### src/rtl/decode_stage_pipelined.sv
// Instruction decode stage: register file with write-through bypass, branch/jump
// resolution, load-use hazard detection and a registered ID/EX pipeline register.
module decode_stage_pipelined #(
   parameter int DATA_W      = 32,
   parameter int REG_ADDR_W  = 5,
   parameter int CTRL_W      = 16,
   parameter int MEMREAD_BIT = 3,
   parameter int STALL_CNT_W = 16
) (
   input  logic                   Clk,
   input  logic                   Reset,
   input  logic                   if_valid,
   input  logic [31:0]            instr_in,
   input  logic [DATA_W-1:0]      pc_in,
   input  logic [CTRL_W-1:0]      ctrl_in,
   input  logic [2:0]             br_type,
   input  logic                   wb_we,
   input  logic [REG_ADDR_W-1:0]  wb_addr,
   input  logic [DATA_W-1:0]      wb_data,
   input  logic                   ex_hold,
   input  logic                   flush_in,
   output logic                   if_stall,
   output logic                   redirect_valid,
   output logic [DATA_W-1:0]      redirect_pc,
   output logic                   ex_valid,
   output logic [CTRL_W-1:0]      ex_ctrl,
   output logic [DATA_W-1:0]      ex_pc,
   output logic [DATA_W-1:0]      ex_rs_data,
   output logic [DATA_W-1:0]      ex_rt_data,
   output logic [DATA_W-1:0]      ex_imm,
   output logic [REG_ADDR_W-1:0]  ex_rs,
   output logic [REG_ADDR_W-1:0]  ex_rt,
   output logic [REG_ADDR_W-1:0]  ex_rd,
   output logic [4:0]             ex_shamt,
   output logic [5:0]             ex_funct,
   output logic [STALL_CNT_W-1:0] stall_count
);

   localparam int NUM_REGS = 2 ** REG_ADDR_W;

   logic [DATA_W-1:0]     reg_file [NUM_REGS];
   logic [REG_ADDR_W-1:0] rs, rt, rd;
   logic [DATA_W-1:0]     rs_data, rt_data;
   logic [DATA_W-1:0]     imm_ext;
   logic [DATA_W-1:0]     branch_target, jump_target;
   logic                  hazard;
   logic                  cond_true;
   logic                  unused_opcode;

   assign rs            = REG_ADDR_W'(instr_in[25:21]);
   assign rt            = REG_ADDR_W'(instr_in[20:16]);
   assign rd            = REG_ADDR_W'(instr_in[15:11]);
   assign imm_ext       = {{(DATA_W-16){instr_in[15]}}, instr_in[15:0]};
   assign unused_opcode = ^instr_in[31:26];

   always_ff @(posedge Clk or posedge Reset) begin
      if (Reset) begin
         for (int i = 0; i < NUM_REGS; i++) begin
            reg_file[i] <= '0;
         end
      end else if (wb_we && wb_addr != '0) begin
         reg_file[wb_addr] <= wb_data;
      end
   end

   // Reads see a same-cycle writeback so the new value reaches ID/EX without a stall.
   always_comb begin
      rs_data = '0;
      if (rs != '0) begin
         rs_data = (wb_we && wb_addr == rs) ? wb_data : reg_file[rs];
      end
   end

   always_comb begin
      rt_data = '0;
      if (rt != '0) begin
         rt_data = (wb_we && wb_addr == rt) ? wb_data : reg_file[rt];
      end
   end

   // Conservative: an rt match stalls even if the instruction never reads rt.
   assign hazard = if_valid & ex_valid & ex_ctrl[MEMREAD_BIT] & (ex_rt != '0) &
                   ((ex_rt == rs) | (ex_rt == rt));
   assign if_stall = hazard | ex_hold;

   always_comb begin
      cond_true = 1'b0;
      case (br_type)
         3'd1:    cond_true = (rs_data == rt_data);
         3'd2:    cond_true = (rs_data != rt_data);
         3'd3:    cond_true = ($signed(rs_data) < $signed(rt_data));
         3'd4:    cond_true = ($signed(rs_data) > $signed(rt_data));
         3'd5:    cond_true = rs_data[DATA_W-1];
         3'd6:    cond_true = !rs_data[DATA_W-1] && (rs_data != '0);
         3'd7:    cond_true = 1'b1;
         default: cond_true = 1'b0;
      endcase
   end

   assign branch_target  = pc_in + {imm_ext[DATA_W-3:0], 2'b00};
   assign jump_target    = {pc_in[DATA_W-1:28], instr_in[25:0], 2'b00};
   assign redirect_pc    = (br_type == 3'd7) ? jump_target : branch_target;
   assign redirect_valid = if_valid & !if_stall & !flush_in & cond_true;

   // Hold beats flush: a flush arriving under ex_hold is dropped here.
   always_ff @(posedge Clk or posedge Reset) begin
      if (Reset) begin
         ex_valid   <= 1'b0;
         ex_ctrl    <= '0;
         ex_pc      <= '0;
         ex_rs_data <= '0;
         ex_rt_data <= '0;
         ex_imm     <= '0;
         ex_rs      <= '0;
         ex_rt      <= '0;
         ex_rd      <= '0;
         ex_shamt   <= '0;
         ex_funct   <= '0;
      end else if (!ex_hold) begin
         if (flush_in || hazard || !if_valid) begin
            ex_valid <= 1'b0;
            ex_ctrl  <= '0;
         end else begin
            ex_valid   <= 1'b1;
            ex_ctrl    <= ctrl_in;
            ex_pc      <= pc_in;
            ex_rs_data <= rs_data;
            ex_rt_data <= rt_data;
            ex_imm     <= imm_ext;
            ex_rs      <= rs;
            ex_rt      <= rt;
            ex_rd      <= rd;
            ex_shamt   <= instr_in[10:6];
            ex_funct   <= instr_in[5:0];
         end
      end
   end

   always_ff @(posedge Clk or posedge Reset) begin
      if (Reset) begin
         stall_count <= '0;
      end else if (hazard && !ex_hold && stall_count != '1) begin
         stall_count <= stall_count + STALL_CNT_W'(1);
      end
   end

endmodule

### config.mk
export PLATFORM = sky130hd
export DESIGN_NAME = decode_stage_pipelined
export DESIGN_NICKNAME = d
export VERILOG_FILES = /design/src/rtl/decode_stage_pipelined.sv
export SDC_FILE = /design/constraint.sdc
export NUM_CORES = 2
export LEC_CHECK = 0
export CORE_MARGIN = 2
export CORE_UTILIZATION = 50
export CTS_CLUSTER_DIAMETER = 40
export DETAILED_ROUTE_END_ITERATION = 8
export MAX_ROUTING_LAYER = met4
export PLACE_DENSITY = 0.69
export SKIP_CTS_REPAIR_TIMING = 1
export SLEW_MARGIN = 10
export SYNTH_ARGS = -nofsm -noshare
export SYNTH_HDL_FRONTEND = slang
export SYNTH_SLANG_ARGS = --single-unit
### constraint.sdc
create_clock -name Clk -period 47.5 [get_ports Clk]
set_input_delay 9.5 -clock Clk [delete_from_list [all_inputs] [get_ports Clk]]
set_output_delay 9.5 -clock Clk [all_outputs]
set_load 0.05 [all_outputs]
==> impl_metrics.json <==
{
  "outcome": "finished clean",
  "rsz0062_at_grt": "false",
  "cts_made_buffers": 163,
  "final_cell_mix": "sky130_fd_sc_hd__dfrtp_1 (1179), sky130_fd_sc_hd__mux2_2 (1004), sky130_fd_sc_hd__mux4_2 (459), sky130_fd_sc_hd__nand2_1 (368), sky130_fd_sc_hd__clkdlybuf4s50_1 (330)",
  "crit_fanout": 34,
  "worstPathCellList": "buf_2, buf_4, or3_1, nor3_1, nor3_2, buf_4, a32oi_1, inv_1, ha_1, nand4_1, nor2_1, nand3_1, nor3_1, o21ai_0, a31oi_1, mux2_2, o22ai_1, clkdlybuf4s50_1",
  "skew_ps": 29.5,
  "drt-initial-drc-count": 5073,
  "power.net_switching_mw": 1.03,
  "final.min_clock_period_ps": 27860,
  "max_freq_ghz": 0.0359,
  "timing.critical_path.slowest_stage_cell": "sky130_fd_sc_hd__or3_1",
  "drv.max_cap_violation_count": 0,
  "layout_commonest_cell": "sky130_fd_sc_hd__dfrtp_1",
  "cts_htree_levels": 4,
  "drive_above_1_share_pct": 39.1,
  "power.share.switching_pct": 30.2,
  "gp_routability_congestion": 0.909,
  "grt_pass1_vias": 44892,
  "buffer_ports.inserted": 340,
  "antenna_violations_before_repair": 9,
  "clkSlewWorstSetupHoldPaths_ps": 50,
  "r2r_start": "ex_rt[0]$_DFFE_PP0P_",
  "slowest_delay_ps": 980,
  "asyncSetResetFlopFracSynth_pct": 100,
  "avgRoutedWirePerCell_um": 32.1,
  "max_ir_drop_vdd_mv": 0.0343,
  "design_area_um2": 73900,
  "sequentialPowerShare_pct": 39.0,
  "clockRootBuffer": "sky130_fd_sc_hd__clkbuf_16",
  "power.leakage_nw": 32.4,
  "final_net_count": 5044,
  "numClockSinks": 1179,
  "grt_start_max_net_pins": 183,
  "min-delay-path-class": "register to register",
  "placed_area_um2": 68200,
  "io_pins": 347,
  "ctsLongestPathBuffers": 3,
  "endpoint_kind": "primary output",
  "fin_tns_setup_ps": 0,
  "post_synth_inst_count": 4711,
  "fin_crit_sh_pct": 58.7,
  "global_route_usage_sum_pct": 33.9,
  "holdCritStartpoint": "reg_file[1010]$_DFFE_PP0P_",
  "num_vias": 44584,
  "rrSetupSlack_ps": 43990,
  "die_x_um": 360,
  "clock_latency_ps": 790,
  "vias_per_cell": 6.71,
  "synthesis.area_per_instance_um2": 13.5,
  "synth-edff-count": 0,
  "die_area_um2": 130000,
  "yosys.cell_types.count": 70,
  "dp_hpwl_mm": 128,
  "synth_area_um2": 63500,
  "wirelength_mm": 213,
  "area_delta_synth_final_pct": 16.4,
  "core.rowCount": 130,
  "synth.net_count": 4900,
  "holdPathStages": 0,
  "crit_buf_inv": 5,
  "yosys_register_bits": 1179,
  "clock_power_share_pct": 37.5,
  "finalMaxSlewViolations": 0,
  "setup.worst_path.start_class": "primary input",
  "synth_warnings": 0,
  "ys.flop_type": "sky130_fd_sc_hd__dfrtp_1",
  "hold_viol": 0,
  "die_h_um": 360,
  "setup_viol": 0,
  "combPwrFrac_pct": 23.5,
  "core_region_area_um2": 126000,
  "remaining_drc_errors": 0,
  "capture_instance_of_the_worst_register_to_register_path": "ex_rt_data[20]$_DFFE_PP0P_",
  "detail-route-antenna-nets": 0,
  "slew-limit-headroom_pct": 7.00,
  "drt_first_pass_iters": 6,
  "critical-path-top-delay-family": "simple AND/OR/NAND/NOR gates",
  "tightest_slew_ps": 1390,
  "power.density_cell_area_nw_per_um2": 46.1,
  "overflow_left_after_global_routing": 0,
  "cell_internal_pwr_mw": 2.38,
  "cp.arrival_ps": 18360,
  "clock_tree_from_tritoncts": "built",
  "path_class": "primary input to primary output",
  "crit_required_ps": 38000,
  "timing.hold.worst_endpoint": "reg_file[1010]$_DFFE_PP0P_",
  "initial_core_utilization_pct": 50.5,
  "grt_pass1_wl_mm": 313,
  "synth.yosys.seq_area_share_pct": 46.4,
  "worstRegToRegCells": 9
}
worst reg2reg max path: stages (launching register included):
cell and delay (ps):
sky130_fd_sc_hd__dfrtp_1 460, sky130_fd_sc_hd__xnor2_1 190, sky130_fd_sc_hd__nand3_1 110, sky130_fd_sc_hd__nor3_1 180
sky130_fd_sc_hd__o21ai_0 210, sky130_fd_sc_hd__nand2b_1 220, sky130_fd_sc_hd__or3b_4 560, sky130_fd_sc_hd__buf_4 550
sky130_fd_sc_hd__buf_4 620, sky130_fd_sc_hd__o21ai_0 250
metrics by stage:
stage               power (mW)  hold WS, ps  utilization (%)  setup WS [ps]  instances
floorplan                 1.89          441                -           4790       4711
global placement          2.11          377             54.2          20130       6340
detailed placement        2.13          383             54.2          20150       6340
CTS                       3.41          397             58.7          20120       6635
global route              3.53          405             58.7          19980       6640
finish                    3.41          395             58.7          19640       6640
kinds of logic after synthesis:
| family | Yosys count | share of synthesized area (%) |
|---|---|---|
| adders and majority gates | 63 | 1.25 |
| xor gates and xnor gates | 57 | 0.786 |
| AOI/OAI and AO/OA | 530 | 5.62 |
| muxes | 1704 | 37.9 |
| and+or+nand+nor | 642 | 4.47 |
| buffers and inverters | 536 | 3.59 |
| DFF | 1179 | 46.4 |
power by group through the flow:
stage | sequential [mW] | clock [mW] | combinational [mW]
after floorplan | 1.38 | 0 | 0.511
after detailed placement | 1.34 | 0 | 0.794
after global placement | 1.33 | 0 | 0.780
after global routing | 1.35 | 1.33 | 0.848
final | 1.33 | 1.28 | 0.802
after CTS | 1.32 | 1.29 | 0.798
synth_stat cells, types with 5 or more instances:
library cell               instances  area share (%)
sky130_fd_sc_hd__nand4_1          26            0.26
sky130_fd_sc_hd__and2_1            6           0.059
sky130_fd_sc_hd__o22ai_1          39            0.38
sky130_fd_sc_hd__nand3b_1          7           0.083
sky130_fd_sc_hd__a22oi_1          36            0.43
sky130_fd_sc_hd__a31oi_1          11            0.11
sky130_fd_sc_hd__clkbuf_1        313             1.8
sky130_fd_sc_hd__mux2_2         1004              18
sky130_fd_sc_hd__mux2i_1         241             3.8
sky130_fd_sc_hd__inv_1            36            0.21
sky130_fd_sc_hd__buf_4            45            0.53
sky130_fd_sc_hd__dfrtp_1        1179              46
sky130_fd_sc_hd__buf_1            90            0.53
sky130_fd_sc_hd__o22a_1           14            0.19
sky130_fd_sc_hd__nand2_1         384             2.3
sky130_fd_sc_hd__a21oi_1          83            0.65
sky130_fd_sc_hd__or3b_2            6           0.083
sky130_fd_sc_hd__and3_1           10           0.098
sky130_fd_sc_hd__or4_1             6           0.071
sky130_fd_sc_hd__a32oi_1          17            0.23
sky130_fd_sc_hd__o211ai_1         36            0.43
sky130_fd_sc_hd__nand2b_1          9           0.089
sky130_fd_sc_hd__o31ai_1           6           0.071
sky130_fd_sc_hd__a21o_1           20            0.24
sky130_fd_sc_hd__o221ai_1         19            0.26
sky130_fd_sc_hd__or3_1             5           0.049
sky130_fd_sc_hd__buf_2            46            0.36
sky130_fd_sc_hd__ha_1             62             1.2
sky130_fd_sc_hd__mux4_2          459              16
sky130_fd_sc_hd__a22o_1           27            0.37
sky130_fd_sc_hd__xor2_1           29            0.40
sky130_fd_sc_hd__nor3_1           24            0.19
sky130_fd_sc_hd__nor2b_1          28            0.28
sky130_fd_sc_hd__a211oi_1         51            0.60
sky130_fd_sc_hd__nor3b_1          10            0.12
sky130_fd_sc_hd__xnor2_1          28            0.39
sky130_fd_sc_hd__nand3_1          21            0.17
sky130_fd_sc_hd__nor2_1           88            0.52
sky130_fd_sc_hd__o21ai_0         125            0.98
state kept, by name, indices dropped and copies added, names as in the netlist:
| signal | flops |
|---|---|
| ex_ctrl | 16 |
| ex_rt_data | 32 |
| ex_rs | 5 |
| ex_rs_data | 32 |
| ex_imm | 16 |
| reg_file | 1024 |
| ex_rt | 5 |
| ex_pc | 32 |
| ex_valid | 1 |
| stall_count | 16 |
final cells by class:
class | instances | area (um2)
well taps | 1650 | 2060
clock buffers | 207 | 4660
multi-input cells | 2996 | 32000
inverters | 37 | 146
fillers | 9918 | 51900
diodes | 5 | 12.5
clock inverters | 88 | 1060
repair buffers | 478 | 4510
flip-flops and latches | 1179 | 29500
worst max-delay path by stage:
stage,start,endpoint,cells past startpoint
6_report,instr_in[24],redirect_valid,18
3_5_place_dp,instr_in[24],redirect_valid,18
3_3_place_gp,instr_in[24],redirect_valid,18
4_1_cts,instr_in[24],redirect_valid,18
5_1_grt,instr_in[24],redirect_valid,18
2_1_floorplan,Reset,ex_ctrl[0]$_DFFE_PP0N_,1
metal layers:
layer | GRT usage (%) | vias to the layer above | wire (um)
li1 | - | 18053 | -
met1 | 42.7 | 23440 | 81500
met2 | 51.5 | 2492 | 99400
met3 | 8.65 | 599 | 21600
met4 | 16.0 | 0 | 10900
met5 | - | - | 0
Power figures use the tool's default switching activity.
